## config.mk

```make
export PLATFORM = sky130hd
export DESIGN_NAME = alu_uart_bridge
export DESIGN_NICKNAME = d
export VERILOG_FILES = /design/src/rtl/alu_uart_bridge.sv
export SDC_FILE = /design/constraint.sdc
export NUM_CORES = 1
export LEC_CHECK = 0
export CAP_MARGIN = 25
export CORE_ASPECT_RATIO = 0.9
export CORE_UTILIZATION = 45
export CTS_BUF_LIST = sky130_fd_sc_hd__clkbuf_2
export CTS_CLUSTER_SIZE = 20
export DETAILED_ROUTE_END_ITERATION = 10
export HOLD_SLACK_MARGIN = 0.08
export PLACE_DENSITY = 0.8
export SYNTH_ARGS = -nofsm -noshare
export SYNTH_HDL_FRONTEND = slang
export SYNTH_SLANG_ARGS = --single-unit
export TNS_END_PERCENT = 30
```

## constraint.sdc

```tcl
create_clock -name i_clk -period 3.9 [get_ports i_clk]
set_clock_uncertainty 0.05 [all_clocks]
set_input_delay 0.975 -clock i_clk [delete_from_list [all_inputs] [get_ports i_clk]]
set_output_delay 0.975 -clock i_clk [all_outputs]
set_load 0.005 [all_outputs]
```

## src/rtl/alu_uart_bridge.sv

```systemverilog
// Command front-end for the board ALU: collects operand A, operand B and an opcode
// from the UART receiver, then sends the registered ALU result back through the transmitter.
module alu_uart_bridge #(
    parameter int NB_DATA        = 8,
    parameter int NB_OPCODE      = 6,
    parameter int NB_TIMEOUT     = 24,
    parameter int TIMEOUT_CYCLES = 10000000
) (
    input  logic                 i_clk,
    input  logic                 i_reset,
    input  logic [NB_DATA-1:0]   i_rx_data,
    input  logic                 i_rx_done,
    output logic [NB_DATA-1:0]   o_alu_op_1,
    output logic [NB_DATA-1:0]   o_alu_op_2,
    output logic [NB_OPCODE-1:0] o_alu_opcode,
    input  logic [NB_DATA-1:0]   i_alu_result,
    output logic [NB_DATA-1:0]   o_tx_data,
    output logic                 o_tx_start,
    input  logic                 i_tx_done,
    output logic                 o_error,
    output logic [2:0]           o_state
);

    typedef enum logic [2:0] {
        WAIT_A  = 3'd0,
        WAIT_B  = 3'd1,
        WAIT_OP = 3'd2,
        EXEC    = 3'd3,
        WAIT_TX = 3'd4
    } state_t;

    localparam logic [NB_TIMEOUT-1:0] TIMEOUT_LAST = NB_TIMEOUT'(TIMEOUT_CYCLES - 1);

    localparam logic [NB_OPCODE-1:0] OP_ADD = NB_OPCODE'(6'b100000);
    localparam logic [NB_OPCODE-1:0] OP_SUB = NB_OPCODE'(6'b100010);
    localparam logic [NB_OPCODE-1:0] OP_AND = NB_OPCODE'(6'b100100);
    localparam logic [NB_OPCODE-1:0] OP_OR  = NB_OPCODE'(6'b100101);
    localparam logic [NB_OPCODE-1:0] OP_XOR = NB_OPCODE'(6'b100110);
    localparam logic [NB_OPCODE-1:0] OP_SRA = NB_OPCODE'(6'b000011);
    localparam logic [NB_OPCODE-1:0] OP_SRL = NB_OPCODE'(6'b000010);
    localparam logic [NB_OPCODE-1:0] OP_NOR = NB_OPCODE'(6'b100111);

    state_t                state;
    logic [NB_TIMEOUT-1:0] count;
    logic [NB_OPCODE-1:0]  rx_code;
    logic                  code_valid;

    assign o_state = state;
    assign rx_code = i_rx_data[NB_OPCODE-1:0];

    always_comb begin
        code_valid = 1'b0;
        case (rx_code)
            OP_ADD, OP_SUB, OP_AND, OP_OR,
            OP_XOR, OP_SRA, OP_SRL, OP_NOR: code_valid = 1'b1;
            default:                        code_valid = 1'b0;
        endcase
    end

    // o_error and o_tx_start default low each cycle, so every assertion is a single-cycle pulse.
    always_ff @(posedge i_clk) begin
        if (i_reset) begin
            state        <= WAIT_A;
            count        <= '0;
            o_alu_op_1   <= '0;
            o_alu_op_2   <= '0;
            o_alu_opcode <= '0;
            o_tx_data    <= '0;
            o_tx_start   <= 1'b0;
            o_error      <= 1'b0;
        end else begin
            o_error    <= 1'b0;
            o_tx_start <= 1'b0;
            case (state)
                WAIT_A: begin
                    if (i_rx_done) begin
                        o_alu_op_1 <= i_rx_data;
                        count      <= '0;
                        state      <= WAIT_B;
                    end
                end
                WAIT_B: begin
                    // An arriving byte beats an expiring timeout in the same cycle.
                    if (i_rx_done) begin
                        o_alu_op_2 <= i_rx_data;
                        count      <= '0;
                        state      <= WAIT_OP;
                    end else if (count == TIMEOUT_LAST) begin
                        o_error <= 1'b1;
                        count   <= '0;
                        state   <= WAIT_A;
                    end else begin
                        count <= count + 1'b1;
                    end
                end
                WAIT_OP: begin
                    if (i_rx_done) begin
                        count <= '0;
                        if (code_valid) begin
                            o_alu_opcode <= rx_code;
                            state        <= EXEC;
                        end else begin
                            o_error <= 1'b1;
                            state   <= WAIT_A;
                        end
                    end else if (count == TIMEOUT_LAST) begin
                        o_error <= 1'b1;
                        count   <= '0;
                        state   <= WAIT_A;
                    end else begin
                        count <= count + 1'b1;
                    end
                end
                EXEC: begin
                    o_tx_data  <= i_alu_result;
                    o_tx_start <= 1'b1;
                    state      <= WAIT_TX;
                end
                WAIT_TX: begin
                    if (i_tx_done) begin
                        state <= WAIT_A;
                    end
                end
                default: begin
                    state <= WAIT_A;
                end
            endcase
        end
    end

endmodule

```

# Word level (Yosys, flattened, before mapping)
# Index checks and enable logic that the tools add are counted.
# Widths: inputs -> output; s select.
[op_classes]
n_addsub = 1
n_eq_ne = 15
mux = 18
n_reduce_logical = 9
[ops]
columns = ["cell", "count"]
rows = [
  ["$mux 24", 3],
  ["$pmux 24 s2", 1],
  ["$eq 6x6->1 const B", 6],
  ["$add 24x1->24 const B", 1],
  ["$eq 24x24->1 const B", 1],
  ["$mux 3", 5],
  ["$pmux 3 s5", 1],
  ["$eq 6x2->1 const B", 2],
  ["$reduce_and 2->1", 4],
  ["$reduce_or 8->1", 1],
  ["$eq 3x2->1 const B", 2],
  ["$mux 1", 6],
  ["$ne 2x2->1 const B", 2],
  ["$eq 3x1->1 const B", 1],
  ["$eq 3x3->1 const B", 1],
  ["$logic_not 3->1", 1],
  ["$reduce_and 3->1", 1],
  ["$mux 2", 1],
  ["$pmux 1 s2", 1],
  ["$reduce_bool 2->1", 1],
  ["$reduce_or 2->1", 1],
]
[totals]
ff_bits = 59
input_bits = 20
output_inout_bits = 35
elab_cells = 51

# Logic depth before layout (Yosys ltp)
# Gate-level depths: netlist of the first run.
[logic_depth]
word_depth = 6
depth_mapped = 7
depth_no_buf = 6

# Worst setup path after synthesis of the first run
# Ideal clock, no wire load.
[synth_path]
kind = "in2reg"
start = "input port i_rx_done"
end = "register o_alu_opcode[0]"
setup_time_ps = 128
t_arrival_ps = 2078
t_required_ps = 3722
path_slack_ps = 1645
cell_stages = 5
path_buffers = 0
path_cell_list = "nand2b_2 -> or2_1 -> a2111oi_4 -> mux2i_1 -> nor2_1"
[synth_via]
elab_chain_cells = 1
[synth_lines]
columns = ["element", "line", "source"]
rows = [
  ["from (decl)", "12", "input logic i_rx_done,"],
  ["$reduce_and 3->1 (no source line)", "--", ""],
  ["to (signal assigned)", "100", "o_alu_opcode <= rx_code;"],
  ["to (decl)", "15", "output logic [NB_OPCODE-1:0] o_alu_opcode,"],
]
# No other way between the ends.
# A chain may end at the register's enable or synchronous reset.

# Final worst setup path of the first run
[layout_path]
start = "register state[0] (netlist: o_state[0])"
end = "output port o_state[0]"
[layout_lines]
columns = ["element", "line", "source"]
rows = [
  ["from (decl)", "43", "state_t state;"],
  ["from (signal assigned)", "63", "state <= WAIT_A;"],
  ["from (signal assigned)", "79", "state <= WAIT_B;"],
  ["from (signal assigned)", "87", "state <= WAIT_OP;"],
  ["to (decl)", "21", "output logic [2:0] o_state"],
]
# No word-level cell between the ends.

==> results of run 1 <==
power breakdown:
group | total (W) | internal, W | switching [W]
Combinational | 0.000140 | 0.0000664 | 0.0000733
Clock | 0.000442 | 0.000210 | 0.000232
Sequential | 0.000632 | 0.000618 | 0.0000137
area by class of cell:
class / instances / area share
Clock inverter: 7 / 0.0267
Inverter: 4 / 0.00432
Clock buffer: 9 / 0.0130
Multi-Input combinational cell: 266 / 0.434
Timing Repair Buffer: 55 / 0.156
Tap cell: 70 / 0.0252
Sequential cell: 59 / 0.340
cell usage after synthesis, drive strengths merged, types with 2 or more instances:
master   number
a41oi         2
o211a         2
o211ai        3
a211oi        2
dfxtp        59
and2          3
nor4          2
a21boi        2
nand4        11
nand2b        7
or3           7
a21o          3
mux2i         7
a21oi        38
a2111oi       2
a211o         3
nor4bb        2
clkbuf       11
o21ai        11
nor3b         3
nand3b        2
and3          3
or2           4
o21bai        2
nor3          7
nor2b         4
inv           4
buf           6
and4          4
nor2         21
a31oi         6
nand3        20
xor2          3
nand2        73
registers in the layout, indices dropped and copies added, names as in the netlist:
name / count
count: 24
o_alu_op_1: 8
o_alu_op_2: 8
o_tx_data: 8
o_alu_opcode: 6
o_state: 3
o_error: 1
o_tx_start: 1
worst min-delay path by stage:
stage / start / endpoint / slack [ns] / depth (start not counted)
4_1_cts: o_tx_data[0] / o_tx_data[0] / 0.42 / 2
2_1_floorplan: count[20] / count[20] / 0.39 / 1
3_3_place_gp: o_tx_data[3] / o_tx_data[3] / 0.39 / 2
3_5_place_dp: o_tx_data[0] / o_tx_data[0] / 0.40 / 2
5_1_grt: o_alu_op_1[2] / o_alu_op_1[2] / 0.44 / 2
6_report: o_tx_data[0] / o_tx_data[0] / 0.41 / 2
routing by layer:
layer	GRT usage	wire [um]	vias up
met2	0.352	3130	67
met1	0.296	3160	1219
li1	-	-	1333
met4	0.0797	74	0
met5	0	0	-
met3	0.0574	407	6
cells by family (layout without fill, tap and decap cells):
group | after synthesis | in the layout | share of synthesized area
AO/OA/AOI/OAI | 79 | 79 | 0.183
adder cells (fa/ha/maj) | 1 | 1 | 0.00450
buffers and inverters | 21 | 75 | 0.0337
XOR/XNOR | 3 | 3 | 0.00944
AND/OR/NAND/NOR | 176 | 176 | 0.320
multiplexers | 7 | 7 | 0.0252
flip-flops | 59 | 59 | 0.424
through the flow:
| stage | area, sq um | total power, W | setup WS [ns] |
|---|---|---|---|
| after CTS | 3470 | 0.00122 | 1.15 |
| after floorplan | 2780 | 0.000718 | 1.64 |
| after global routing | 3470 | 0.00127 | 1.08 |
| after detailed placement | 3330 | 0.000783 | 0.767 |
| final | 3470 | 0.00121 | 1.18 |
| after global placement | 3330 | 0.000781 | 0.844 |
==> results.md, run 1 <==
Clock tree:
- The number of clock buffers inserted by TritonCTS is 9.
- The clock-pin transition on the worst setup and hold timing paths is around 0.17 ns.
- The CTS tree is built.
- The number of buffers between clock root and the deepest sink is 2.
- Gates resized during post-CTS repair numbered 0.
- Clock tree synthesis selected as its root buffer the cell sky130_fd_sc_hd__clkbuf_2.
- The clock reaches the later pin of the worst-skew pair after between 0.4 and 0.5 ns.
- The clock tree synthesis step divided the H-tree into 3 levels.
- In this run the post-CTS setup repair buffer count came out at 0.
- The number of buffers added to fix hold violations after cts is 0.
- The number of clock sinks is 59.

Route:
- The first TritonRoute pass finished after 7 iterations.
- After detailed routing, the number of vias per cell comes to 5.59.
- In the final routed layout, each cell accounts on average for 14.4 um.
- Once detail routing completed, the nets flagged for antenna violations numbered 0.
- After detailed routing, the total wire length is 6770 um.
- In the routed design, unresolved DRC markers number 3.
- The via count of the routed design is 2625.
- After the first detailed-routing iteration, the DRC count stood at 193.

STA:
- The post-route worst hold slack is 0.414 ns.
- The final hold violation count is 0.
- Dividing the final minimum period by the clock period gives 0.697.
- The total setup violations reported at the end of the flow is 0.
- Setup repair after global routing left no endpoint under its margin.
- In this run the tightest slew margin relative to its limit is 0.393.
- Based on the critical path, the design can be clocked at up to about 370 MHz.
- After layout, the minimum clock period comes to 2.72 ns.
- The total count of max-transition violations in the final report is 0.
- At the pin with the least slew margin, the transition time is just over 0.9 ns.
- The final-layout setup total negative slack is 0 ns.

Yosys:
- Ranked by total cell area, the synthesized netlist is headed by sky130_fd_sc_hd__dfxtp_1 42%, sky130_fd_sc_hd__nand2_1 9.8%, sky130_fd_sc_hd__a21oi_1 6.8%.
- In this run, synthesis inferred 0 flip-flops with an integrated enable.
- The number of flip-flops and latches in the synthesized netlist is 59.
- The share of the Yosys chip area taken by registers is 0.424.
- The total standard cell area after synthesis is about 0.0028 sq mm.
- In this run the mean area of a mapped cell was between 8 and 9 sq um.
- The number of distinct library cell variants in the gate-level netlist after synthesis is between 50 and 60.
- The largest area contributor in the synthesized netlist is sky130_fd_sc_hd__dfxtp_1.
- The number of standard cells after synthesis is 346.
- The warning count from the yosys run is 0.
- The share of async-settable or async-resettable flops after synthesis is 0.
- In the synthesized netlist the dominant register cell turns out to be sky130_fd_sc_hd__dfxtp_1.
- The share of synthesized area in the top cell type comes to 0.424.
- The number of nets in the synthesized netlist is 367.

GRT:
- The pin count of the biggest net entering global routing is 52.
- The first global-routing pass estimated roughly 11000 um of wire.
- The via count of the first global-routing pass came to 2389.
- The total track usage is 0.224.
- The overall overflow remaining after global route is 0.
- The initial antenna violation count is 0.

Pwr:
- VDD sags by at most around 0.38 mV.
- The leakage power figure is 1.13 nW.
- The power per cell area is 350 mW/mm^2.

Die:
- The starting density of the core is 0.478.
- After floorplanning, the core was divided into 26 placement rows.
- The area of the die is around 0.0065 sq mm.
- The number of top-level pins is 55.
- After floorplanning, the core was sized to cover 0.00582 sq mm.
- The die height is roughly 77 um.
- The die span in x is 84.9 um.

Worst setup path:
- Walking the worst path, the cells encountered are clkdlybuf4s50_1.
- The classification of the worst setup path is flip-flop to primary output.
- STA classifies the critical path endpoint as a primary output.
- Data on the critical path is required at its endpoint by ~2.9 ns.
- The number of cells on the critical path is 1.
- The startpoint identified for the worst register-to-register timing path is count[0].
- In this run the worst setup path terminates at o_state[0].
- For the worst flop-to-flop path, the logic depth is 6.
- The slack of the worst reg-to-reg path is 1.64 ns.
- For this design, the slowest cell found on the critical path is sky130_fd_sc_hd__dfxtp_1.
- The kind of launch point of the worst setup path is a flip-flop.
- The most critical setup path has its startpoint at o_state[0].
- The end of the worst register-to-register path is count[2].
- The largest fanout on the critical path is 12.
- At the worst endpoint, the arrival time is 1.69 ns.
- The largest single stage delay on the critical path is 0.61 ns.
- Counting both buffers and inverters, the worst setup path holds a total of 1.
- The cell family contributing the most delay on the critical path is flip-flops.

Layout:
- After filler insertion, the fill cell instance count of the layout stands at a little over 500.
- In the final layout, the multi-input gates occupy between 0.0015 and 0.002 sq mm.
- The share of post-route cells with drive strength above 1 is 0.0725.
- The library cell used most frequently in the layout, excluding fill and tap cells, is sky130_fd_sc_hd__nand2_1.
- The repair_antennas step left the layout with diodes totalling 0.
- At the end of the flow the core is filled with cells to 0.596.
- Leaving out fill and tap cells, the most frequent cells in the layout are 73 x sky130_fd_sc_hd__nand2_1, 59 x sky130_fd_sc_hd__dfxtp_1, 53 x sky130_fd_sc_hd__clkdlybuf4s50_1.
- The count of non-filler cells in the finished layout is 470.
- The growth of design area from synthesis to finish is 24.8%.
- The net count of the finished layout is 416.
- The sequential standard cell area is 0.00118 sq mm.

Outcome:
- The final reports fail on design-rule violations.
- The flow ran to the end, but the final reports show violations.

Place:
- Detailed placement ended at an HPWL of 4730 um.
- The cell total after placement is 454.
- The count of input and output buffers is 54.
- At the end of routability-driven placement, the weighted congestion stood at around 0.8.

Flow run:
- The number of max-cap violations is 0.

Worst hold path:
- The class of the worst hold path is flip-flop to flip-flop.
Power figures use the tool's default switching activity.
==> inputs of run 2 (changes only) <==
==> constraint.sdc (replaced) <==
create_clock -name i_clk -period 2.75 [get_ports i_clk]
set_clock_uncertainty 0.05 [all_clocks]
set_input_delay 0.6875 -clock i_clk [delete_from_list [all_inputs] [get_ports i_clk]]
set_output_delay 0.6875 -clock i_clk [all_outputs]
set_load 0.005 [all_outputs]
==> results.md, run 2 (synthesis results as in run 1) <==
Outcome:
- The run finished, with violations left.
- The final reports fail on design-rule violations.

Pwr:
- The leakage power figure came to 1.17 nW (+3.6%).
- The internal power component is 0.00127 W (+42%).
- The sequential fraction of design power was 0.525 (+0.004).
- The worst voltage drop across the vdd grid is 0.273 mV (-28%).
- The share of total power in the clock network came to 0.353 (-0.011).
- The power per cell area is 486 mW/mm^2 (+39%).
- The portion of total power attributed to combinational logic is 0.122 (+0.007).
- The net switching power of the design was 0.000439 W (+37%).
- The fraction of power spent switching nets is 0.257 (-0.00604).

Route:
- The routed wirelength normalized by instance count was 14.6 um (+1.7%).
- The via count of the routed design is 2724 (+3.8%).
- The average vias per placed instance came to 5.71 (+2.2%).
- The first-pass iteration count of the detailed router came to 9 (+2).
- The routed wire length was 6980 um (+3.2%).
- The remaining routing DRC violations came to 3 (unchanged).
- The count of antenna-violating nets left after detailed routing was 0 (unchanged).
- The number of violations reported at the end of detailed-routing iteration 0 is 285 (+48%).

Worst setup path:
- The largest fanout on the critical path is 12 (unchanged).
- The worst stage delay on the critical path is 0.62 ns (about the same).
- The cell with the largest stage delay on the worst path is sky130_fd_sc_hd__dfxtp_1.
- Among cell families on the critical path, the largest total delay comes from flip-flops.
- In this run the critical register-to-register path is launched from count[0].
- The required time of the critical path is 2.01 ns (-0.86 ns).
- The data arrival time of the critical path came to 1.67 ns (-0.02 ns).
- The startpoint of the most critical setup path is o_state[0].
- The signal on the critical path passes through clkdlybuf4s50_1.
- The worst setup path is captured at a primary output.
- The number of buffer and inverter instances along the worst setup path was 1 (unchanged).
- By startpoint and endpoint, the worst setup path is classified as flip-flop to primary output.
- The kind of launch point of the worst setup path is a flip-flop.

STA:
- The final-layout setup total negative slack is 0 ns (unchanged).
- The final hold violation count is 0 (unchanged).
- Based on the critical path, the design can be clocked at up to approximately 410 MHz.
- The total count of max-transition violations in the final report is 0 (unchanged).
- Setup repair after global routing left no endpoint under its margin.
- The worst relative slew slack is 0.601 (+0.208).
- The share of the cycle needed by the critical path after routing is 0.877.
- The measured slew at the worst slew-check pin is 0.597 ns (-0.314 ns).
- Subtracting the final worst setup slack from the clock period gives 2.41 ns.
- The total setup violations reported at the end of the flow was 0 (unchanged).

Die:
- The area of the die is 0.00650 sq mm (unchanged).
- The die height is 76.6 um (unchanged).
- The number of top-level pins is 55 (unchanged).
- The die span in x is 84.9 um (unchanged).
- The number of placement rows came to 26 (unchanged).
- The placeable core region is 0.00582 sq mm (unchanged).
- The starting density of the core is 0.478 (unchanged).

Clock tree:
- TritonCTS built the clock tree.
- The post-cts repair resize count is 0 (unchanged).
- The post-CTS setup-driven buffer insertion count is 0 (unchanged).
- The number of buffers between clock root and the deepest sink is 2 (unchanged).
- The clock-pin transition on the worst setup and hold timing paths was 0.16 ns (about the same).
- The number of buffers added to fix hold violations after cts came to 0 (unchanged).
- The clock latency at the later pin of the worst-skew pair came to 0.46 ns (-0.02 ns).
- The number of clock sinks is 59 (unchanged).
- The level count of the clock H-tree was 3 (unchanged).
- The clock tree root buffer cell is sky130_fd_sc_hd__clkbuf_2.
- The number of clock buffers inserted by TritonCTS is 9 (unchanged).

GRT:
- The overall overflow remaining after global route is 0 (unchanged).
- The initial antenna violation count is 0 (unchanged).
- The total track usage is 0.226 (+0.00250).
- The pin count of the biggest net entering global routing came to 51 (-1.9%).
- The first-pass GRT wire length was 11700 um (+1.9%).
- The via count of the first global-routing pass is 2444 (+2.3%).

Worst hold path:
- The class of the worst hold path is flip-flop to flip-flop.
- The launch instance of the worst min-delay path is o_tx_data[0].

Flow run:
- The number of max-cap violations came to 0 (unchanged).

Layout:
- The count of fill cells added during filler insertion came to 513 (+0.79%).
- The number of flip-flops under the largest register name is 24 (unchanged).
- The number of antenna repair diodes came to 0 (unchanged).
- The share of post-route cells with drive strength above 1 is 0.0860 (+0.0135).
- The top cell types in the final layout, fill and taps aside, are 73 x sky130_fd_sc_hd__nand2_1, 59 x sky130_fd_sc_hd__dfxtp_1, 53 x sky130_fd_sc_hd__clkdlybuf4s50_1.
- The share of the core filled with cells is 0.604 (+0.00731).
- The most frequent standard cell in the layout excluding fill and tap cells is sky130_fd_sc_hd__nand2_1.
- The area growth from synthesis to layout is 26.3%.
- The count of non-filler cells in the finished layout is 477 (+1.5%).
- The register bank with the most flops is count.
- The net count reported at finish is 423 (+1.7%).

Place:
- The estimated wirelength of the detail-placed design is 4900 um (+3.5%).
- The placer congestion estimate was 0.861 (+6.2%).
- The cell total after placement was 461 (+1.5%).
- The count of input and output buffers came to 54 (unchanged).
==> run 2: changes by cell type in the layout (fill, tap and decap cells not counted) <==
| cell | delta |
|---|---|
| sky130_fd_sc_hd__clkinv_1 | +1 |
| sky130_fd_sc_hd__clkinv_4 | -1 |
| sky130_fd_sc_hd__buf_4 | +7 |
| sky130_fd_sc_hd__clkinvlp_4 | -2 |
| sky130_fd_sc_hd__clkinv_2 | +2 |
==> run 2: final timing paths <==
check,slack [ns],depth (start not counted),endpoint
min,0.41,2,o_tx_data[0]
max reg2reg,0.53,6,count[18]
min reg2reg,0.41,2,o_tx_data[0]
max,0.34,1,o_state[0]
==> run 2: metrics by stage <==
stage	cell area [sq um]	hold slack (ns)	power, W	setup WS (ns)
finish	3510	0.415	0.00171	0.338
global placement	3390	0.391	0.00112	0.184
floorplan	2780	0.391	0.00102	0.782
CTS	3510	0.417	0.00172	0.281
global route	3510	0.436	0.00178	0.212
detailed placement	3390	0.397	0.00112	0.132
==> run 2: power by group through the flow <==
stage                     Sequential [W]  Clock (W)  Combinational [W]
final                           0.000897   0.000603           0.000208
after global routing            0.000901   0.000653           0.000227
after CTS                       0.000897   0.000619           0.000208
after detailed placement        0.000915          0           0.000207
after global placement          0.000914          0           0.000201
after floorplan                 0.000908          0           0.000111
==> run 2: cell type report <==
type,instances,area [sq um],area share
clock inverters,7,82.6,0.0235
multi-input cells,266,1510,0.429
repair buffers,62,596,0.169
clock buffers,9,45.0,0.0128
flip-flops and latches,59,1180,0.336
inverters,4,15.0,0.00427
well taps,70,87.6,0.0249
==> run 2: per-layer routing <==
| layer | wire length (um) | track usage | share of wire | vias to the layer above |
|---|---|---|---|---|
| li1 | - | - | - | 1354 |
| met1 | 3270 | 0.305 | 0.47 | 1296 |
| met2 | 3270 | 0.354 | 0.47 | 65 |
| met3 | 348 | 0.0498 | 0.050 | 9 |
| met4 | 93 | 0.0847 | 0.013 | 0 |
| met5 | 0 | 0 | 0 | - |
==> inputs of run 3 (changes only) <==
--- a/config.mk
+++ b/config.mk
@@ -6,11 +6,11 @@
 export NUM_CORES = 1
 export LEC_CHECK = 0
 export CAP_MARGIN = 25
-export CORE_ASPECT_RATIO = 0.9
 export CORE_UTILIZATION = 45
 export CTS_BUF_LIST = sky130_fd_sc_hd__clkbuf_2
 export CTS_CLUSTER_SIZE = 20
 export DETAILED_ROUTE_END_ITERATION = 10
+export GPL_TIMING_DRIVEN = 0
 export HOLD_SLACK_MARGIN = 0.08
 export PLACE_DENSITY = 0.8
 export SYNTH_ARGS = -nofsm -noshare
==> results.md, run 3 (synthesis results as in run 1) <==
Pwr:
- The power per cell area is 469 mW/mm^2 (-3.4%).
- The worst voltage drop across the vdd grid is 0.290 mV (+6.1%).
- The leakage power figure is 1.17 nW (-0.52%).

Worst setup path:
- STA classifies the critical path endpoint as a flip-flop.
- The required time of the critical path is 3.08 ns (+1.07 ns).
- STA classifies the critical path startpoint as an input pin.
- The data arrival time of the critical path is 2.69 ns (+1.02 ns).
- The largest individual stage delay along the critical path comes from the cell sky130_fd_sc_hd__clkdlybuf4s50_1.
- The worst stage delay on the critical path came to 0.65 ns (+0.03 ns).
- The largest fanout on the critical path was 8 (-4).
- Traced cell by cell, the critical path runs through clkdlybuf4s50_1, nand2b_2, or2_1, a2111oi_4, mux2i_1, nor2_1.
- The slack of the worst reg-to-reg path is 0.55 ns (+0.02 ns).
- The classification of the worst setup path is input pin to flip-flop.

Clock tree:
- The number of clock buffers inserted by TritonCTS is 9 (unchanged).
- The clock latency at the later pin of the worst-skew pair is 0.50 ns (+0.04 ns).
- The number of buffers added to fix hold violations after cts is 0 (unchanged).
- The clock-pin transition on the worst setup and hold timing paths is 0.17 ns (about the same).
- The number of buffers between clock root and the deepest sink is 2 (unchanged).
- The post-cts repair resize count is 0 (unchanged).
- The post-CTS setup-driven buffer insertion count is 0 (unchanged).
- The clock tree root buffer cell is sky130_fd_sc_hd__clkbuf_2.
- The number of clock sinks is 59 (unchanged).
- The CTS tree is built.
- The level count of the clock H-tree is 3 (unchanged).

GRT:
- The first-pass GRT wire length is 11100 um (-4.7%).
- The overall overflow remaining after global route was 0 (unchanged).
- The total track usage is 0.223 (-0.00287).
- The initial antenna violation count is 0 (unchanged).
- The pin count of the biggest net entering global routing is 11 (-78%).
- The via count of the first global-routing pass is 2453 (+0.37%).

Route:
- The routed wire length is 7140 um (+2.2%).
- The number of violations reported at the end of detailed-routing iteration 0 is 168 (-41%).
- The count of antenna-violating nets left after detailed routing is 0 (unchanged).
- The via count of the routed design is 2765 (+1.5%).
- The routed wirelength normalized by instance count is 14.5 um (-0.67%).
- The remaining routing DRC violations is 0 (-3).
- The first-pass iteration count of the detailed router is 4 (-5).
- The average vias per placed instance is 5.63 (-1.4%).

Die:
- The number of placement rows is 28 (+7.7%).
- The area of the die is 0.00650 sq mm (about the same).
- The placeable core region came to 0.00596 sq mm (+2.3%).
- The number of top-level pins is 55 (unchanged).
- The die height is 80.6 um (+5.3%).
- The die span in x is 80.6 um (-5.0%).
- The starting density of the core is 0.467 (-0.0106).

Layout:
- The number of flip-flops under the largest register name is 24 (unchanged).
- The count of fill cells added during filler insertion is 554 (+8.0%).
- The final instance area is 0.00353 sq mm (+0.32%).
- In the layout the commonest cells are 73 x sky130_fd_sc_hd__nand2_1, 59 x sky130_fd_sc_hd__dfxtp_1, 54 x sky130_fd_sc_hd__clkdlybuf4s50_1.
- The register bank with the most flops is count.
- The count of non-filler cells in the finished layout is 491 (+2.9%).
- The number of antenna repair diodes came to 0 (unchanged).
- Leaving out fill and tap cells, the most frequent cell in the layout is sky130_fd_sc_hd__nand2_1.
- The share of the core filled with cells came to 0.592 (-0.0115).
- The net count reported at finish came to 432 (+2.1%).
- The sequential standard cell area is 0.00118 sq mm (unchanged).
- The total area of multi-input combinational cells is 0.00151 sq mm (unchanged).
- The share of post-route cells with drive strength above 1 is 0.0793 (-0.00667).
- From synthesis to final layout, the design area changed by 26.7%.

Worst hold path:
- The class of the worst hold path is flip-flop to flip-flop.

STA:
- The final hold violation count is 0 (unchanged).
- The share of the cycle needed by the critical path after routing is 0.858 (-0.0188).
- The measured slew at the worst slew-check pin is 0.879 ns (+0.283 ns).
- Setup repair after global routing left no endpoint under its margin.
- The post-route minimum period is 2.36 ns (-0.0516 ns).
- The worst relative slew slack is 0.409 (-0.191).
- The fmax is 424 MHz (+2.2%).
- The total setup violations reported at the end of the flow came to 0 (unchanged).
- The smallest setup slack after layout is 0.389 ns (+0.0516 ns).
- The total count of max-transition violations in the final report was 0 (unchanged).

Place:
- The count of input and output buffers is 54 (unchanged).
- The placer congestion estimate is 0.885 (+2.8%).
- The worst slack at placement is -0.154 ns (-0.286 ns).
- The instance area after placement came to 0.00342 sq mm (+0.89%).
- The cell total after placement came to 475 (+3.0%).
- The estimated wirelength of the detail-placed design came to 5070 um (+3.5%).

Outcome:
- The run finished with clean final reports.

Flow run:
- The number of max-cap violations is 0 (unchanged).
run 3: through the flow:
stage	total power (W)	hold WS, ns	setup TNS, ns
after floorplan	0.00102	0.391	0
after global placement	0.00112	0.391	-0.385
after detailed placement	0.00112	0.399	-0.530
after CTS	0.00165	0.420	0
after global routing	0.00172	0.433	0
final	0.00165	0.418	0
run 3: worst paths after layout:
| path | startpoint | endpoint | depth (start not counted) |
|---|---|---|---|
| worst max register to register | count[0] | count[18] | 6 |
| worst min register to register | o_tx_data[7] | o_tx_data[7] | 2 |
| worst max-delay path | i_rx_done | o_alu_opcode[2] | 6 |
| worst min-delay path | o_tx_data[7] | o_tx_data[7] | 2 |
run 3: cell type report:
type	instances	area share
buffer	17	0.0224
clock buffer	11	0.0156
clock inverter	5	0.0153
inverter	4	0.00426
multi-input combinational	266	0.428
sequential	59	0.335
tap	75	0.0266
timing repair buffer	54	0.153
run 3: worst max-delay path, delay by kind of cell:
family / cells / cell delay (ns)
AO/OA/AOI/OAI: 1 / 0.61
multiplexers: 1 / 0.25
buffers and inverters: 1 / 0.65
AND/OR/NAND/NOR: 3 / 0.49
run 3: report_power, final:
group          leakage [nW]  switching [W]  internal (W)
registers             0.477      0.0000131      0.000877
logic                 0.613       0.000116      0.000101
clock network        0.0757       0.000332      0.000215
total                  1.17       0.000461       0.00119
run 3: layer usage:
layer | track usage | up-vias | part of all wire | routed length [um]
met3 | 0.0398 | 9 | 0.047 | 333
met4 | 0.109 | 0 | 0.014 | 100
li1 | - | 1371 | - | -
met1 | 0.291 | 1316 | 0.47 | 3360
met2 | 0.353 | 69 | 0.47 | 3340
met5 | 0 | - | 0 | 0
